--- src/rtl/apb_master.sv ---
// APB3 initiator: turns single-beat valid/ready commands into SETUP/ACCESS
// transfers and returns one response strobe per command, with a wait-state timeout.
module apb_master #(
  parameter int unsigned ADDR_WIDTH = 8,
  parameter int unsigned DATA_WIDTH = 32,
  parameter int unsigned TIMEOUT    = 16
) (
  input  logic                  pclk,
  input  logic                  rst_n,
  input  logic                  cmd_valid,
  output logic                  cmd_ready,
  input  logic                  cmd_write,
  input  logic [ADDR_WIDTH-1:0] cmd_addr,
  input  logic [DATA_WIDTH-1:0] cmd_wdata,
  output logic                  rsp_valid,
  output logic [DATA_WIDTH-1:0] rsp_rdata,
  output logic                  rsp_err,
  output logic [ADDR_WIDTH-1:0] paddr,
  output logic                  pwrite,
  output logic                  psel,
  output logic                  penable,
  output logic [DATA_WIDTH-1:0] pwdata,
  input  logic [DATA_WIDTH-1:0] prdata,
  input  logic                  pready
);

  localparam int unsigned CNT_W = $clog2(TIMEOUT + 1);
  localparam logic [CNT_W-1:0] LAST_WAIT = CNT_W'(TIMEOUT - 1);

  typedef enum logic [1:0] {
    IDLE   = 2'd0,
    SETUP  = 2'd1,
    ACCESS = 2'd2,
    RESP   = 2'd3
  } state_t;

  state_t           state;
  logic [CNT_W-1:0] wait_cnt;

  assign cmd_ready = (state == IDLE);

  // The APB address/data registers double as the latched command.
  always_ff @(posedge pclk or negedge rst_n) begin
    if (!rst_n) begin
      state     <= IDLE;
      wait_cnt  <= '0;
      paddr     <= '0;
      pwrite    <= 1'b0;
      pwdata    <= '0;
      psel      <= 1'b0;
      penable   <= 1'b0;
      rsp_valid <= 1'b0;
      rsp_rdata <= '0;
      rsp_err   <= 1'b0;
    end else begin
      rsp_valid <= 1'b0;
      case (state)
        IDLE: begin
          if (cmd_valid) begin
            paddr    <= cmd_addr;
            pwrite   <= cmd_write;
            pwdata   <= cmd_wdata;
            psel     <= 1'b1;
            penable  <= 1'b0;
            wait_cnt <= '0;
            state    <= SETUP;
          end
        end
        SETUP: begin
          penable <= 1'b1;
          state   <= ACCESS;
        end
        ACCESS: begin
          if (pready) begin
            rsp_rdata <= pwrite ? '0 : prdata;
            rsp_err   <= 1'b0;
            rsp_valid <= 1'b1;
            psel      <= 1'b0;
            penable   <= 1'b0;
            state     <= RESP;
          end else begin
            // Counter tops out at TIMEOUT; it is cleared again on the next SETUP.
            wait_cnt <= wait_cnt + CNT_W'(1);
            if (wait_cnt == LAST_WAIT) begin
              rsp_rdata <= '0;
              rsp_err   <= 1'b1;
              rsp_valid <= 1'b1;
              psel      <= 1'b0;
              penable   <= 1'b0;
              state     <= RESP;
            end
          end
        end
        RESP: begin
          state <= IDLE;
        end
        default: begin
          state <= IDLE;
        end
      endcase
    end
  end

endmodule
--- config.mk ---
export PLATFORM = sky130hd
export DESIGN_NAME = apb_master
export DESIGN_NICKNAME = d
export VERILOG_FILES = /design/src/rtl/apb_master.sv
export SDC_FILE = /design/constraint.sdc
export NUM_CORES = 1
export LEC_CHECK = 0
export ABC_AREA = 1
export CAP_MARGIN = 20
export CORE_UTILIZATION = 45
export CTS_CLUSTER_DIAMETER = 200
export DETAILED_ROUTE_END_ITERATION = 6
export DONT_BUFFER_PORTS = 1
export GPL_ROUTABILITY_DRIVEN = 0
export GPL_TIMING_DRIVEN = 0
export PLACE_DENSITY = 0.59
export SLEW_MARGIN = 20
export SYNTH_ARGS = -nofsm -noshare
export SYNTH_HDL_FRONTEND = slang
export SYNTH_SLANG_ARGS = --single-unit
--- constraint.sdc ---
create_clock -name pclk -period 4.1 [get_ports pclk]
set_input_delay 0.615 -clock pclk [delete_from_list [all_inputs] [get_ports pclk]]
set_output_delay 0.615 -clock pclk [all_outputs]
set_load 0.1 [all_outputs]
==> results.tsv <==
metric	value	unit
vias per cell	5.11	
slowest cell delay on critical path	0.90	ns
Mapped Cells	387	
Setup-failing EPs final	0	
Post-CTS Setup Bufs	0	
Crit path buffers/inverters	3	
top cells by area, synth	dfrtp_1, nand2_1, nand3_2	
mapped cell area	3700	um2
DR vias	2582	
Synth cell types	23	
TNS Setup	0	ns
FF+latch count, synth	84	
CTS tree	yes	
Setup crit end kind	flip-flop	
Die Span Y	92.7	um
CP arrival	2.69	ns
Die ar.	8590	um2
status	complete, no violations	
grt ovf	0	
most used cell, CP	nand2_1	
Slew Viols, Final	0	
first-pass GRT wire length	12.4	mm
Yosys top cell area share	0.568	
Slew headroom	0.256	
min cycle time layout	2.42	ns
slowest stage cell, crit path	ha_1	
wire per inst	15.1	um
largest net degree at the start of global routing	85	
later-pin clock latency in the skew report	0.34	ns
Root Buffer	clkbuf_8	
worst path cell trace	inv_1 > ha_1 > nand2_1 > inv_2 > buf_4 > nand2_1 > nand2_1	
drt total wl	7.61	mm
die width	92.7	um
max_cap viols	0	
Initial DRC Count	101	
worst hold path type	in2async	
Crit path max-delay family	adder cells	
leading area contributor after synthesis	dfrtp_1	
CP Max Fanout	10	
Initial Utilization	0.471	
placed insts	489	
Crit path required time	4.37	ns
Max Clock Skew	0.0125	ns
post-synthesis sequential area ratio	0.568	
vias in the first global route	2547	
core area	7850	um2
Max Clk Rate	414	MHz
Residual DRC	0	
Rows	32	
I/O pins	155	
Final Cycle Share	0.589	
Worst-Margin Slew	1.12	ns
critical path class	reg2reg	
DR pass1 iterations	4	
diode count	0	
Syn Area/Cell	9.56	um2
RSZ-0062 raised after global routing	no	
Layout area overhead	9.60	%
TritonCTS buffer count	9	
fin cells	505	
Tot GR Track Use	0.184	
initial antenna violation count	0	
Antenna Nets Post-Route	0	
synth warn	0	
CP Launch Type	flip-flop	
final number of hold-violating endpoints	0	
clock buffer depth	2	
DP HPWL	5.35	mm
Port Buffers	0	
clock sinks	84	
share of cells above drive strength 1	0.194	
# resized after CTS	0	
CTS H-tree lvls	3	
Syn Nets	470	
Worst-path clk slew	0.08	ns
nets@finish	482	
==> metal layers <==
metal / GRT usage / part of all wire / up-vias
met3: 0.0846 / 0.10 / 8
met5: 0 / 0 / -
met4: 0.0513 / 0.010 / 0
met2: 0.298 / 0.46 / 114
met1: 0.220 / 0.43 / 1210
li1: - / - / 1250
==> metrics by stage <==
step                hold slack, ns  setup WS (ns)  instance area (um2)  utilization
finish                       0.165           1.68                 4060        0.517
global placement             0.321           1.69                 3830        0.488
floorplan                    0.319           2.02                 3700            -
detailed placement           0.321           1.64                 3830        0.488
CTS                          0.185           1.61                 4060        0.517
global route                 0.191           1.52                 4060        0.517
==> worst reg2reg max path: cells and delay by family (launching register included) <==
family / cells / cell delay, ns
adder cells (fa/ha/maj): 1 / 0.90
buffers and inverters: 3 / 0.50
flip-flops: 1 / 0.42
AND/OR/NAND/NOR: 3 / 0.53
==> registers in the layout (all words and copies together), names as in the netlist <==
signal     cells
paddr          8
penable        1
psel           1
pwdata        32
pwrite         1
rsp_err        1
rsp_rdata     32
rsp_valid      1
state          2
wait_cnt       5
==> synthesized netlist by cell type <==
cell type	instances
buf_6	4
nor2_2	2
nand3b_1	1
buf_2	10
nand2_4	2
nor2_8	1
inv_1	9
nand3_1	38
dfrtp_1	84
nor2_1	3
inv_2	4
or2_2	1
nand2_8	1
buf_4	4
nand3_4	1
nand4_1	1
nand3_2	29
o21ai_1	7
nand2_1	174
ha_1	6
or2_1	1
a21oi_1	1
buf_8	3
==> cells by family (layout without fill, tap and decap cells) <==
kind of cell | after synthesis | in the layout | share of synthesized area
flip-flops | 84 | 84 | 0.568
adder cells (fa/ha/maj) | 6 | 6 | 0.0203
AND/OR/NAND/NOR | 255 | 255 | 0.342
AO/OA/AOI/OAI | 8 | 8 | 0.0108
buffers and inverters | 34 | 50 | 0.0592
==> timing repair <==
action,CTS,global route
endpoints found under the setup margin,0,0
hold endpoints to repair,84,0
hold buffers,1,0
==> cells in the final DEF (no fill, tap or decap) <==
| cell | count |
|---|---|
| bufinv_16 | 1 |
| a21oi_1 | 1 |
| dfrtp_1 | 84 |
| nand2_1 | 174 |
| buf_8 | 3 |
| o21ai_1 | 7 |
| nor2_8 | 1 |
| nand4_1 | 1 |
| clkinv_4 | 2 |
| buf_4 | 4 |
| buf_2 | 10 |
| nor2_1 | 3 |
| nand3b_1 | 1 |
| inv_1 | 9 |
| nand3_1 | 38 |
| buf_6 | 4 |
| nor2_2 | 2 |
| clkinvlp_4 | 2 |
| nand3_2 | 29 |
| nand2_8 | 1 |
| buf_16 | 1 |
| ha_1 | 6 |
| nand3_4 | 1 |
| or2_2 | 1 |
| nand2_4 | 2 |
| inv_2 | 4 |
| or2_1 | 1 |
| clkbuf_8 | 10 |
==> final cells by class <==
cell class | count | area [um2]
sequential | 84 | 2100
timing repair buffer | 1 | 27.5
clock inverter | 5 | 62.6
multi-input combinational | 269 | 1380
buffer | 21 | 170
clock buffer | 10 | 138
fill | 759 | 3790
inverter | 13 | 48.8
tap | 102 | 128
==> path summary, 6_finish.rpt <==
check	slack, ns	end	cells after the start	start
max in group asynchronous	3.59	paddr[3]	1	rst_n
worst min-delay path	0.17	rsp_rdata[22]	1	rst_n
worst min register to register	0.49	wait_cnt[4]	2	wait_cnt[4]
worst max register to register	1.68	pwdata[11]	7	state[0]
worst max-delay path	1.68	pwdata[11]	7	state[0]
min in group pclk	0.37	pwdata[20]	2	cmd_wdata[20]
Power is not shown: default switching activity piles up to over one toggle a cycle in this logic, so the estimate is an artifact.
